==> src/rtl/mips_ctrl_pkg.sv <==
// mips_ctrl_pkg: opcode constants, FSM states and datapath mux encodings for multicycle_ctrl
package mips_ctrl_pkg;
  localparam logic [2:0] OP_RTYPE = 3'd0;
  localparam logic [2:0] OP_ADDI  = 3'd1;
  localparam logic [2:0] OP_LB    = 3'd2;
  localparam logic [2:0] OP_SB    = 3'd3;
  localparam logic [2:0] OP_BEQ   = 3'd4;
  localparam logic [2:0] OP_J     = 3'd5;
  localparam logic [2:0] OP_NOP   = 3'd6;
  localparam logic [2:0] OP_HALT  = 3'd7;
  localparam logic [1:0] ASB_B    = 2'd0;
  localparam logic [1:0] ASB_ONE  = 2'd1;
  localparam logic [1:0] ASB_IMM  = 2'd2;
  localparam logic [1:0] PCS_ALU    = 2'd0;
  localparam logic [1:0] PCS_ALUOUT = 2'd1;
  localparam logic [1:0] PCS_JUMP   = 2'd2;
  typedef enum logic [3:0] {
    FETCH, DECODE, EXEC_R, EXEC_I, MEM_ADDR, MEM_RD, MEM_WR,
    ALU_WB, MEM_WB, BRANCH, JUMP, HALT
  } state_t;
endpackage

==> src/rtl/multicycle_ctrl.sv <==
// multicycle_ctrl: multicycle MIPS-style control FSM driving datapath enables, muxes and memory handshake
module multicycle_ctrl
  import mips_ctrl_pkg::*;
#(
  parameter int OP_W = 3
) (
  input  logic            clk,
  input  logic            rst,
  input  logic [OP_W-1:0] op,
  input  logic            zero,
  input  logic            mem_ready,
  output logic            pc_en,
  output logic            ir_en,
  output logic            ab_en,
  output logic            aluout_en,
  output logic            mdr_en,
  output logic            rf_we,
  output logic            mem_req,
  output logic            mem_we,
  output logic [1:0]      alu_src_b,
  output logic [1:0]      pc_src,
  output logic            rf_src,
  output logic            halted,
  output logic            illegal_op
);
  state_t state, nxt;
  logic   illegal_q, bad;
  always_ff @(posedge clk) begin
    if (rst) begin
      state     <= FETCH;
      illegal_q <= 1'b0;
    end else begin
      state     <= nxt;
      illegal_q <= illegal_q | bad;
    end
  end
  // unknown or out-of-range opcodes fall to default, so X traps to HALT as well
  always_comb begin
    nxt = state;
    bad = 1'b0;
    case (state)
      FETCH:  nxt = mem_ready ? DECODE : FETCH;
      DECODE:
        case (op)
          OP_W'(OP_RTYPE):             nxt = EXEC_R;
          OP_W'(OP_ADDI):              nxt = EXEC_I;
          OP_W'(OP_LB), OP_W'(OP_SB):  nxt = MEM_ADDR;
          OP_W'(OP_BEQ):               nxt = BRANCH;
          OP_W'(OP_J):                 nxt = JUMP;
          OP_W'(OP_NOP):               nxt = FETCH;
          OP_W'(OP_HALT):              nxt = HALT;
          default: begin
            nxt = HALT;
            bad = 1'b1;
          end
        endcase
      EXEC_R, EXEC_I: nxt = ALU_WB;
      MEM_ADDR: nxt = (op == OP_W'(OP_LB)) ? MEM_RD : MEM_WR;
      MEM_RD:   nxt = mem_ready ? MEM_WB : MEM_RD;
      MEM_WR:   nxt = mem_ready ? FETCH : MEM_WR;
      HALT:     nxt = HALT;
      default:  nxt = FETCH;
    endcase
  end
  // reset gates every output so nothing leaks out while the FSM is being forced to FETCH
  always_comb begin
    pc_en      = 1'b0;
    ir_en      = 1'b0;
    ab_en      = 1'b0;
    aluout_en  = 1'b0;
    mdr_en     = 1'b0;
    rf_we      = 1'b0;
    mem_req    = 1'b0;
    mem_we     = 1'b0;
    alu_src_b  = ASB_B;
    pc_src     = PCS_ALU;
    rf_src     = 1'b0;
    halted     = 1'b0;
    illegal_op = 1'b0;
    if (!rst) begin
      halted     = state == HALT;
      illegal_op = illegal_q;
      case (state)
        FETCH: begin
          mem_req   = 1'b1;
          alu_src_b = ASB_ONE;
          ir_en     = mem_ready;
          pc_en     = mem_ready;
        end
        DECODE: ab_en = 1'b1;
        EXEC_R: aluout_en = 1'b1;
        EXEC_I, MEM_ADDR: begin
          aluout_en = 1'b1;
          alu_src_b = ASB_IMM;
        end
        MEM_RD: begin
          mem_req = 1'b1;
          mdr_en  = mem_ready;
        end
        MEM_WR: begin
          mem_req = 1'b1;
          mem_we  = 1'b1;
        end
        ALU_WB: rf_we = 1'b1;
        MEM_WB: begin
          rf_we  = 1'b1;
          rf_src = 1'b1;
        end
        BRANCH: begin
          pc_src = PCS_ALUOUT;
          pc_en  = zero;
        end
        JUMP: begin
          pc_src = PCS_JUMP;
          pc_en  = 1'b1;
        end
        default: ;
      endcase
    end
  end
endmodule

==> config.mk <==
export PLATFORM = sky130hd
export DESIGN_NAME = multicycle_ctrl
export DESIGN_NICKNAME = d
export VERILOG_FILES = /design/src/rtl/mips_ctrl_pkg.sv /design/src/rtl/multicycle_ctrl.sv
export SDC_FILE = /design/constraint.sdc
export NUM_CORES = 1
export LEC_CHECK = 0
export ABC_AREA = 1
export CAP_MARGIN = 10
export CORE_AREA = 2 2 39 41
export CTS_CLUSTER_DIAMETER = 50
export CTS_CLUSTER_SIZE = 14
export DETAILED_ROUTE_END_ITERATION = 10
export DIE_AREA = 0 0 41 43
export PLACE_DENSITY = 0.83
export SYNTH_ARGS = -nofsm -noshare
export SYNTH_HDL_FRONTEND = slang
export SYNTH_SLANG_ARGS = --single-unit
==> constraint.sdc <==
create_clock -name clk -period 1.93 [get_ports clk]
set_clock_uncertainty 0.2 [all_clocks]
set_input_delay 0.2895 -clock clk [delete_from_list [all_inputs] [get_ports clk]]
set_output_delay 0.2895 -clock clk [all_outputs]
set_load 0.01 [all_outputs]
After elaboration in Yosys (flattened, before gate mapping) --
Memory sizes are Yosys's and may differ from the RTL's. Index checks and enable logic that the tools add are counted.
Cells by class: equality and inequality tests 12, reduce and logical (&&, ||, !) cells 6, mux-type cells 29
Operators with widths (count):
- $pmux W4 S7 | 1
- $mux W1 | 20
- $eq A4 B3 Y1 const B | 4
- $eq A4 B4 Y1 const B | 4
- $eq A4 B2 Y1 const B | 2
- $pmux W2 S2 | 2
- $mux W2 | 3
- $reduce_or A2 Y1 | 3
- $reduce_or A3 Y1 | 2
- $eq A4 B1 Y1 const B | 1
- $logic_not A4 Y1 | 1
- $mux W4 | 1
- $eq A3 B2 Y1 const B | 1
- $mux W3 | 1
- $pmux W1 S3 | 1
Word-level totals: register bits 5, memories 1, ROM bits 32, input bits 7, output and inout bits 15, word-level logic and storage cells 50
Memories:
- (name not given) | words 8, width 4, read ports 1, clocked after Yosys merged registers in 0, write ports 0, line multicycle_ctrl.sv:44 | case (op)

Longest topological paths before layout --
depth after elaboration 4, mapped depth 9, gate-level depth less buffers 9

Least setup slack after synthesis --
OpenSTA, ideal clock, no wires.
path type input port to output port, from in rst, to out mem_we, slack 0.551 ns, arrival 0.890 ns, cell stages on the path 2, data required time 1.441 ns, path buffers 1, cells stage by stage clkbuf_1 -> nor4_1
On the way: longest elaborated chain between the ends 1
RTL lines:
- start, declared | line multicycle_ctrl.sv:8 | input logic rst,
- $mux W1 | line multicycle_ctrl.sv:80 | if (!rst) begin
- end, declared | line multicycle_ctrl.sv:19 | output logic mem_we,
Every way passes these cells.

Worst setup path after layout --
from reg state[0], to out pc_en
On the way: longest elaborated chain between the ends 3, elaborated cells on any way between the ends 5, those cells by class eq/ne: 2; mux: 2; reduce/logical: 1
RTL lines:
- start, declared | line multicycle_ctrl.sv:26 | state_t state, nxt;
- start signal, assigned | line multicycle_ctrl.sv:33 | state <= nxt;
- $eq A4 B4 Y1 / $logic_not A4 Y1 (equally long branches) | line multicycle_ctrl.sv:83 | case (state)
- $pmux W1 S3 * | line multicycle_ctrl.sv:83
- $mux W1 * | line multicycle_ctrl.sv:80
- end, declared | line multicycle_ctrl.sv:12 | output logic pc_en,
Mark *: on every way between the ends. The rest lies on a longest branch, timed or not.

==> flow_summary_export.csv <==
group,metric,value,unit
sta,tightest_slew,0.2396,ns
logic_synthesis,avgSynthCellArea,5.338,µm²
pwr,p_leak,0.0004810,µW
drt,wl_per_cell,10.41,µm
drt,detail_route.iter0.violations,23,
die,core-area,0.001384,mm²
drt,wl,1478,µm
grt,grt_max_degree,8,
pwr,cellPowerDensity,882.9,mW/mm²
sta,slew_headroom,0.8388,
layout,n_antenna_cell,0,
die,row_count,14,
critical_path,worstReg2RegEnd,"state[0]",
logic_synthesis,yosys_warnings,0,
grt,grt_overflow,0,
sta,fin_crit_sh,0.9795,
critical_path,cp-end-kind,"output port",
hold_path,hold_path.startpoint,"illegal_q",
place,post-place-ws,-0.2858,ns
layout,finalInstanceArea,823.3,µm²
grt,grt_pass1_wl,2242,µm
hold_path,min_to,"illegal_q",
critical_path,regToRegSetupSlack,0.56,ns
pwr,p_sw,336.8,µW
logic_synthesis,yosys-top-cells-area,"dfxtp_1 (20%), nor2_1 (19%), nand2_1 (16%)",
place,postPlaceCellArea,783.3,µm²
place,portBuffers,21,
die,die_w,41,µm
clocking,clock_latency,0.24,ns
logic_synthesis,syn_inst,94,
pwr,pwr-share-seq,0.243,
drt,vias,677,
clocking,holdBufCountCts,0,
critical_path,worst-path-max-fanout,6,
critical_path,worstPathArrival,1.40,ns
place,dp_hpwl,1173,µm
logic_synthesis,ys_async_sr_fraction,0,
sta,fmax,529.0,MHz
die,pin_count,22,
drt,dr.pass1.iters,4,
logic_synthesis,synth_area,501.7,µm²
logic_synthesis,synth_top_area_cell,"dfxtp_1",
drt,antenna_left,0,
grt,grt_pass1_vias,579,
logic_synthesis,ys_ff_latch,5,
die,initial_core_util,0.3626,
critical_path,critPathRequiredTime,1.44,ns
sta,layout_min_cycle_time,1.890,ns
sta,maxSlewViolCount,0,
hold_path,hp-class,"flip-flop to flip-flop",
grt,track_usage,0.1836,
layout,drive_gt1_frac,0.2460,
clocking,clkTransAtPathRegs,0.04,ns
layout,area_growth,64.09,%
sta,finalSetupViolations,0,
sta,rsz0062_at_grt,"true",
logic_synthesis,synth_common_cells,"nor2_1 (25), nand2_1 (22), inv_1 (12)",
logic_synthesis,synth_seq_area_share,0.1995,
logic_synthesis,ys_dominant_reg_cell,"dfxtp_1",
clocking,htree_levels,1,
clocking,cts_root_buf,"clkbuf_4",
logic_synthesis,yosysMostFrequentCell,"nor2_1",
die,die_y,43,µm
pwr,vdd_ir_drop_max,0.3444,mV
critical_path,r2r_cells,7,
logic_synthesis,synth_nets,104,
drt,drc_errors,0,
die,die_area,0.001763,mm²
grt,antenna_found_initial,0,
layout,final_core_util,0.5949,
critical_path,worstSetupPathType,"flip-flop to output port",
layout,nets,137,
critical_path,cp-start-kind,"flip-flop",
clocking,clock_sinks,5,
critical_path,crit_path_start,"state[0]",
pwr,clockPowerShare,0.160,
sta,setup_ws,0.03957,ns
hold_path,min_path_cells,2,
logic_synthesis,synth.distinct_cells,15,
critical_path,r2r_start,"state[2]",
drt,viasPerCell,4.768,
run_status,status,"complete, no violations",
pwr,swShare,0.4634,
clocking,cts_tree,"done",
run,cap_violations,0,
logic_synthesis,synth_edf_count,0,
clocking,cts-buffers-inserted,3,
clocking,clk_path_buf_depth,2,
pwr,internal-power,390.0,µW
place,gp_congestion,0.8713,
sta,hold_slack,0.2561,ns
sta,hold_viol_final,0,
layout,fillCellCount,145,
pwr,combPwrFrac,0.597,
logic_synthesis,yosys.area.top_type_share,0.1995,
==> layer usage <==
metal / track usage / routed length [µm] / vias up / part of all wire
li1: - / - / 352 / -
met5: 0 / 0 / - / 0
met3: 0.04712 / 70 / 2 / 0.047
met1: 0.2147 / 619 / 299 / 0.42
met2: 0.3063 / 767 / 24 / 0.52
met4: 0.06000 / 21 / 0 / 0.014
==> repair_timing <==
| item | 4_1_cts | 5_1_grt |
|---|---|---|
| resized for setup | 27 | 6 |
| cloned | 0 | 0 |
| pin swaps | 1 | 0 |
| setup endpoints to repair | 15 | 4 |
| buffers inserted | 1 | 0 |
| endpoints found under the hold margin | 0 | 0 |
==> registers in the layout, indices dropped and copies added (netlist names) <==
name,cells
state,4
illegal_q,1
==> kinds of logic after synthesis <==
kind of cell,share of synthesized area
simple gates,0.5461
buf+inv,0.1297
flops,0.1995
compound gates,0.04989
fa+ha+maj,0.07482
==> cell type report <==
class,instances,area [µm²],area share
Multi-Input combinational cell,72,361.6,0.4392
Timing Repair Buffer,30,251.5,0.3055
Clock buffer,4,26.28,0.03191
Inverter,15,56.30,0.06839
Sequential cell,5,107.6,0.1307
Tap cell,16,20.02,0.02432
==> worst max-delay path: stages, from the launching register on <==
cell and delay (ns):
dfxtp_4 0.36, nor2_2 0.21, nand3_2 0.13, a31oi_1 0.18, dlygate4sd2_1 0.28
==> per-stage QoR <==
stage          setup TNS [ns]  instances  total power [µW]
2_1_floorplan               0         94             406.8
3_3_place_gp           -2.816        137             587.9
3_5_place_dp           -3.107        137             591.4
4_1_cts                     0        142             721.6
5_1_grt             -0.006838        142             791.6
6_report                    0        142             726.8
==> cell usage in the layout, fill, tap and decap left out <==
cell and count:
nor3_1 1, nor2_1 23, nor2_2 5, a31oi_1 1
dlygate4sd2_1 13, nor2_4 2, nor4_1 1, dfxtp_2 3
nand2_1 20, o32ai_1 1, clkdlybuf4s15_1 1, inv_2 3
dfxtp_1 1, nand3_2 1, nand2_2 2, inv_1 12
a21oi_1 2, clkbuf_1 1, dfxtp_4 1, buf_4 9
ha_1 3, clkbuf_2 2, clkbuf_4 3, clkdlybuf4s50_1 5
nand3_1 10
==> how the worst max path moves through the flow <==
stage                            to  cells after the start  slack, ns
after floorplan              mem_we                      2       0.55
after global placement        ab_en                      4      -0.26
after detailed placement      ab_en                      4      -0.29
after CTS                 aluout_en                      7       0.01
after global routing          pc_en                      4     -0.006
final                         pc_en                      4       0.04
==> power groups by stage <==
stage	Combinational, µW	Clock (µW)	Sequential (µW)
after floorplan	253	0	153
after global placement	429	0	159
after detailed placement	430	0	161
after CTS	424	122	176
after global routing	481	132	179
final	434	117	177
(Power assumes the default switching activity.)
